--- src/rtl/i2c_burst_seq.sv ---
// Burst command sequencer in front of an I2C master: one cmd handshake, then a write or read burst.
// Optional read-data checker: define CHECK_EN to compare read bytes against the seed pattern.
module i2c_burst_seq #(
    parameter int DATA_W = 8,
    parameter int ADDR_W = 7,
    parameter int LEN_W  = 8,
    parameter int ERR_W  = 8
) (
    input  logic              clk,
    input  logic              rst_n,
    input  logic              i_start,
    input  logic              i_rd_mode,
    input  logic              i_no_stop,
    input  logic [ADDR_W-1:0] i_dev_addr,
    input  logic [LEN_W-1:0]  i_len_in,
    input  logic [DATA_W-1:0] i_seed,
    output logic [3:0]        o_cmd,
    output logic [ADDR_W-1:0] o_addr,
    output logic [LEN_W-1:0]  o_burst_len,
    output logic              o_cmd_vld,
    input  logic              i_cmd_ready,
    output logic [DATA_W-1:0] o_wr_data,
    output logic              o_wr_vld,
    output logic              o_wr_last,
    input  logic              i_wr_ready,
    input  logic [DATA_W-1:0] i_rd_data,
    input  logic              i_rd_vld,
    output logic              o_rd_ready,
    output logic              o_busy,
    output logic              o_done,
    output logic [ERR_W-1:0]  o_err_cnt
);

    typedef enum logic [2:0] {
        S_IDLE = 3'd0,
        S_CMD  = 3'd1,
        S_WR   = 3'd2,
        S_RD   = 3'd3,
        S_FSH  = 3'd4
    } state_t;

    localparam logic [LEN_W:0]  CNT_ONE = {{LEN_W{1'b0}}, 1'b1};
    localparam logic [DATA_W-1:0] PAT_ONE = {{(DATA_W-1){1'b0}}, 1'b1};

    function automatic logic [3:0] cmd_code(input logic rd, input logic ns);
        logic [3:0] code;
        case ({rd, ns})
            2'b00:   code = 4'd1;
            2'b01:   code = 4'd2;
            2'b10:   code = 4'd3;
            2'b11:   code = 4'd4;
            default: code = 4'd0;
        endcase
        return code;
    endfunction

    state_t              r_state;
    logic                r_rd_mode;
    logic [3:0]          r_cmd;
    logic [ADDR_W-1:0]   r_addr;
    logic [LEN_W-1:0]    r_len;
    logic                r_cmd_vld;
    logic [DATA_W-1:0]   r_pat;
    logic [LEN_W:0]      r_cnt;
    logic [DATA_W-1:0]   r_wr_data;
    logic                r_wr_vld;
    logic                r_wr_last;
    logic                r_rd_ready;
    logic                r_busy;
    logic                r_done;

    logic                w_start_acc;
    logic                w_rd_fire;
    logic [LEN_W:0]      w_cnt_nxt;
    logic                w_at_end;
    logic                w_last_nxt;

    assign w_start_acc = (r_state == S_IDLE) && i_start;
    assign w_rd_fire   = (r_state == S_RD) && r_rd_ready && i_rd_vld;
    assign w_cnt_nxt   = r_cnt + CNT_ONE;
    // counters carry an extra bit so burst_len=all-ones runs 2^LEN_W beats without wrapping
    assign w_at_end    = (r_cnt == {1'b0, r_len});
    assign w_last_nxt  = (w_cnt_nxt == {1'b0, r_len});

    // burst sequencer FSM with all handshake outputs registered
    always_ff @(posedge clk or negedge rst_n) begin
        if (!rst_n) begin
            r_state    <= S_IDLE;
            r_rd_mode  <= 1'b0;
            r_cmd      <= 4'd0;
            r_addr     <= {ADDR_W{1'b0}};
            r_len      <= {LEN_W{1'b0}};
            r_cmd_vld  <= 1'b0;
            r_pat      <= {DATA_W{1'b0}};
            r_cnt      <= {(LEN_W+1){1'b0}};
            r_wr_data  <= {DATA_W{1'b0}};
            r_wr_vld   <= 1'b0;
            r_wr_last  <= 1'b0;
            r_rd_ready <= 1'b0;
            r_busy     <= 1'b0;
            r_done     <= 1'b0;
        end else begin
            case (r_state)
                S_IDLE: begin
                    if (w_start_acc) begin
                        r_rd_mode <= i_rd_mode;
                        r_cmd     <= cmd_code(i_rd_mode, i_no_stop);
                        r_addr    <= i_dev_addr;
                        r_len     <= i_len_in;
                        r_pat     <= i_seed;
                        r_cnt     <= {(LEN_W+1){1'b0}};
                        r_cmd_vld <= 1'b1;
                        r_busy    <= 1'b1;
                        r_state   <= S_CMD;
                    end else begin
                        r_state   <= S_IDLE;
                    end
                end
                S_CMD: begin
                    if (r_cmd_vld && i_cmd_ready) begin
                        r_cmd_vld <= 1'b0;
                        if (r_rd_mode) begin
                            r_rd_ready <= 1'b1;
                            r_state    <= S_RD;
                        end else begin
                            r_wr_vld  <= 1'b1;
                            r_wr_data <= r_pat;
                            r_pat     <= r_pat + PAT_ONE;
                            r_wr_last <= w_at_end;
                            r_state   <= S_WR;
                        end
                    end else begin
                        r_state <= S_CMD;
                    end
                end
                S_WR: begin
                    if (r_wr_vld && i_wr_ready) begin
                        if (r_wr_last) begin
                            r_wr_vld  <= 1'b0;
                            r_wr_last <= 1'b0;
                            r_done    <= 1'b1;
                            r_state   <= S_FSH;
                        end else begin
                            r_cnt     <= w_cnt_nxt;
                            r_wr_data <= r_pat;
                            r_pat     <= r_pat + PAT_ONE;
                            r_wr_last <= w_last_nxt;
                        end
                    end else begin
                        r_state <= S_WR;
                    end
                end
                S_RD: begin
                    if (w_rd_fire) begin
                        if (w_at_end) begin
                            r_rd_ready <= 1'b0;
                            r_done     <= 1'b1;
                            r_state    <= S_FSH;
                        end else begin
                            r_cnt <= w_cnt_nxt;
                            r_pat <= r_pat + PAT_ONE;
                        end
                    end else begin
                        r_state <= S_RD;
                    end
                end
                S_FSH: begin
                    r_done  <= 1'b0;
                    r_busy  <= 1'b0;
                    r_state <= S_IDLE;
                end
                default: begin
                    r_cmd_vld  <= 1'b0;
                    r_wr_vld   <= 1'b0;
                    r_wr_last  <= 1'b0;
                    r_rd_ready <= 1'b0;
                    r_busy     <= 1'b0;
                    r_done     <= 1'b0;
                    r_state    <= S_IDLE;
                end
            endcase
        end
    end

`ifdef CHECK_EN
    localparam logic [ERR_W-1:0] ERR_ONE = {{(ERR_W-1){1'b0}}, 1'b1};

    function automatic logic [ERR_W-1:0] sat_inc(input logic [ERR_W-1:0] v);
        return (v == {ERR_W{1'b1}}) ? v : v + ERR_ONE;
    endfunction

    logic [ERR_W-1:0] r_err_cnt;
    logic             w_rd_bad;

    // r_pat tracks seed+k for the byte currently being accepted
    assign w_rd_bad = w_rd_fire && (i_rd_data != r_pat);

    // read mismatch counter, cleared by an accepted start and saturating at all-ones
    always_ff @(posedge clk or negedge rst_n) begin
        if (!rst_n) begin
            r_err_cnt <= {ERR_W{1'b0}};
        end else if (w_start_acc) begin
            r_err_cnt <= {ERR_W{1'b0}};
        end else if (w_rd_bad) begin
            r_err_cnt <= sat_inc(r_err_cnt);
        end else begin
            r_err_cnt <= r_err_cnt;
        end
    end

    assign o_err_cnt = r_err_cnt;
`else
    logic w_unused_rd;

    assign w_unused_rd = ^i_rd_data;
    assign o_err_cnt   = {ERR_W{1'b0}};
`endif

    assign o_cmd       = r_cmd;
    assign o_addr      = r_addr;
    assign o_burst_len = r_len;
    assign o_cmd_vld   = r_cmd_vld;
    assign o_wr_data   = r_wr_data;
    assign o_wr_vld    = r_wr_vld;
    assign o_wr_last   = r_wr_last;
    assign o_rd_ready  = r_rd_ready;
    assign o_busy      = r_busy;
    assign o_done      = r_done;

endmodule
--- config.mk ---
export PLATFORM = sky130hd
export DESIGN_NAME = i2c_burst_seq
export DESIGN_NICKNAME = d
export VERILOG_FILES = /design/src/rtl/i2c_burst_seq.sv
export SDC_FILE = /design/constraint.sdc
export NUM_CORES = 1
export LEC_CHECK = 0
export ABC_AREA = 1
export BUFFER_PORTS_ARGS = -buffer_cell sky130_fd_sc_hd__buf_2
export CORE_AREA = 2 2 76 96
export DETAILED_ROUTE_END_ITERATION = 10
export DIE_AREA = 0 0 78 98
export PLACE_DENSITY = 0.76
export SYNTH_ARGS = -nofsm -noshare
export SYNTH_HDL_FRONTEND = slang
export SYNTH_SLANG_ARGS = --single-unit
--- constraint.sdc ---
create_clock -name clk -period 1.5 [get_ports clk]
set_input_delay 0.45 -clock clk [delete_from_list [all_inputs] [get_ports clk]]
set_output_delay 0.45 -clock clk [all_outputs]
set_load 0.02 [all_outputs]
==> summary.md <==
| Metric | Value |
|---|---|
| Status | finished, violations left |
| Violated checks | setup timing |
| Number of synthesized flops with an enable pin | 0 |
| Synth Register Bits | 53 |
| Post-cts hold buffer count | 0 |
| CP top delay family | simple AND/OR/NAND/NOR gates |
| Final Net Count | 588 |
| Syn Inst Count | 427 |
| Hold slack | 0.124 ns |
| Post-synth top area cell | dfrtp_1 |
| Worst Skew | 0.00860 ns |
| Cell area after layout | 0.00443 mm² |
| CTS H-Tree Depth | 2 |
| Synth Flop Type | dfrtp_1 |
| Sequential area share after synthesis | 41.0% |
| CP Launch Type | flip-flop |
| CP cell instances | buf_6 -> inv_4 -> nand2_2 -> nand2_2 -> nor2_2 -> nand2_2 -> nor2_4 -> nand2_4 -> nand2_8 -> nand2_8 -> nand4_1 -> nand2_1 |
| Total power | 9.66 mW |
| Clk sink count | 53 |
| CTS tree | yes |
| Clock share of power | 8.5% |
| Crit end category | flip-flop |
| Chip height | 98 µm |
| Commonest non-fill, non-tap cell in the layout | nand2_1 |
| Flop2flop setup slack | -0.13 ns |
| Largest net degree at the start of global routing | 54 |
| HP Class | input pin to async pin |
| Mapped cell area | 0.00323 mm² |
| Vias in the first global route | 3,130 |
| Maximum buffer depth of the clock tree | 2 |
| RSZ-0062 raised after global routing | true |
| GRT Util Overall | 21.7% |
| Synth top area cells | dfrtp_1, nand2_1, inv_1, nand4_1, o21ai_2 |
| DP HPWL | 5750 µm |
| DRC violations left | 0 |
| Max cap viols | 0 |
| Asr flop ratio synth | 100% |
| Placed Instance Area | 0.00389 mm² |
| Port bufs | 62 |
| Total grt overflow | 0 |
| Initial Utilization | 47.5% |
| Row count | 34 |
| # fillers | 577 |
| Sequential power share | 26.5% |
| Drt total wl | 8580 µm |
| Clock root buffer | clkbuf_8 |
| Min Tclk post-route | 1.63 ns |
| Critical Path RT | 1.70 ns |
| Clock slew at reported path FFs | 0.10 ns |
| Yosys top cell area share | 41.0% |
| Layout cells sized above 1 | 40.6% |
| Final Setup Violations | 30 |
| Die Wd | 78 µm |
| PwrDens | 2180 mW/mm² |
| Synthesis Warnings | 0 |
| Layout area overhead | 37.1% |
| Antenna Nets Post-Route | 0 |
| Most used cell, CP | nand2_2 |
| Syn_area_per_cell | 7.57 µm² |
| Place WS | -0.122 ns |
| Antenna violations before repair | 0 |
| CTS buffer count | 5 |
| Slowest-stage cell, CP | dfrtp_1 |
| LEAKAGE | 2.29 nW |
| Top Ports | 80 |
| Die area | 0.00764 mm² |
| Distinct cell type count after synthesis | 40 |
| DR vias/cell | 5.17 |
| DR WL/cell | 13.5 µm |
| Max incr delay on CP | 0.42 ns |
| Sw Ratio | 49.2% |
| CP Depth | 12 |
| Arr. time, crit path | 1.83 ns |
| Peak supply drop | 1.33 mV |
| First-pass GRT wire length | 13,800 µm |
| Worst Reg2Reg Path Length in Cells | 12 |
| CP bufs+invs | 2 |
| GPL Wtd Cong | 0.934 |
| Drt pass-1 iters | 4 |
| Clk Latency, worst-skew pair | 0.31 ns |
| Crit share post-route | 109% |
| Antenna cells | 0 |
| Logic pwr share | 65.0% |
| Slew Limit Fails | 0 |
| P_sw | 4.75 mW |
| Setup ws final | -0.130 ns |
| Final Hold Fails | 0 |
| Power Internal | 4.90 mW |
| CP Class | flip-flop to flip-flop |
| DR vias | 3,282 |
| Highest-count cells in the layout ignoring fill and taps | nand2_1, buf_2, dfrtp_1, buf_4, inv_1 |
| Core Footprint | 0.00681 mm² |
| DR iter-0 viols | 110 |
| Worst-path maximum fanout | 8 |
| Fmax | 614 MHz |
final timing paths:
kind | startpoint | endpoint
worst max register to register | r_cnt[0] | r_pat[4]
min in group clk | i_dev_addr[6] | o_addr[6]
worst min-delay path | rst_n | o_wr_vld
worst min register to register | o_busy | o_busy
max in group asynchronous | rst_n | o_burst_len[1]
worst max-delay path | r_cnt[0] | r_pat[4]
metrics by stage:
step	cells	TNS [ns]	util, %
after floorplan	435	0	-
after CTS	627	-1.30	59.8
after global routing	635	-5.80	65.1
after detailed placement	613	-2.50	57.2
after global placement	613	-1.35	57.2
final	635	-2.86	65.1
layout make-up:
type                            instances  area (µm²)  area share (%)
Timing Repair Buffer                  118         840            18.9
Tap cell                               90         113            2.54
Clock buffer                            6        72.6            1.64
Sequential cell                        53        1330            30.1
Clock inverter                          2        15.0           0.339
Multi-Input combinational cell        319        1870            42.2
Inverter                               47         189            4.26
Yosys cell counts, types with 3 or more instances:
master and number:
nand2_1 168, dfrtp_1 53, inv_1 35, nor2_1 22, nand4_1 19, nand3_1 18, o21ai_0 12, nand2_2 11
o21ai_2 11, buf_4 10, o21ai_1 9, inv_2 8, nor2_4 6, ha_1 5, a21oi_1 4, buf_2 3
inv_4 3
logic make-up after synthesis:
group                      count (synthesis)  share of synthesized area (%)
other                                      1                          0.116
xor gates and xnor gates                   3                          0.813
DFF                                       53                           41.0
adders and majority gates                  5                           1.93
AOI/OAI and AO/OA                         43                           9.02
and+or+nand+nor                          258                           37.0
buffers and inverters                     64                           10.1
sequential cells by signal (all words and copies together) (netlist names):
name / count
o_addr: 7
o_burst_len: 8
o_busy: 1
o_cmd: 3
o_cmd_vld: 1
o_done: 1
o_rd_ready: 1
o_wr_data: 8
o_wr_last: 1
o_wr_vld: 1
r_cnt: 9
r_pat: 8
r_rd_mode: 1
r_state: 3
what timing repair did:
| item | CTS | global route |
|---|---|---|
| hold endpoints to repair | 0 | 0 |
| gates cloned | 1 | 2 |
| resized for setup | 9 | 71 |
| pin swaps | 5 | 30 |
| buffers inserted | 5 | 6 |
| setup endpoints to repair | 29 | 53 |
power groups by stage:
stage | Clock (mW) | Sequential, mW | Combinational (mW)
finish | 0.823 | 2.56 | 6.27
global route | 0.898 | 2.65 | 6.84
CTS | 0.836 | 2.47 | 5.30
detailed placement | 0 | 2.49 | 5.01
global placement | 0 | 2.47 | 4.84
floorplan | 0 | 2.92 | 3.04
per-layer routing:
layer  part of all wire, %  vias up  global-route usage [%]
li1                      -     1577                       -
met1                    39     1567                    25.8
met2                    53      114                    38.5
met3                   4.6       24                    3.60
met4                   3.0        0                    9.31
met5                     0        -                       0
Power figures use the tool's default switching activity.
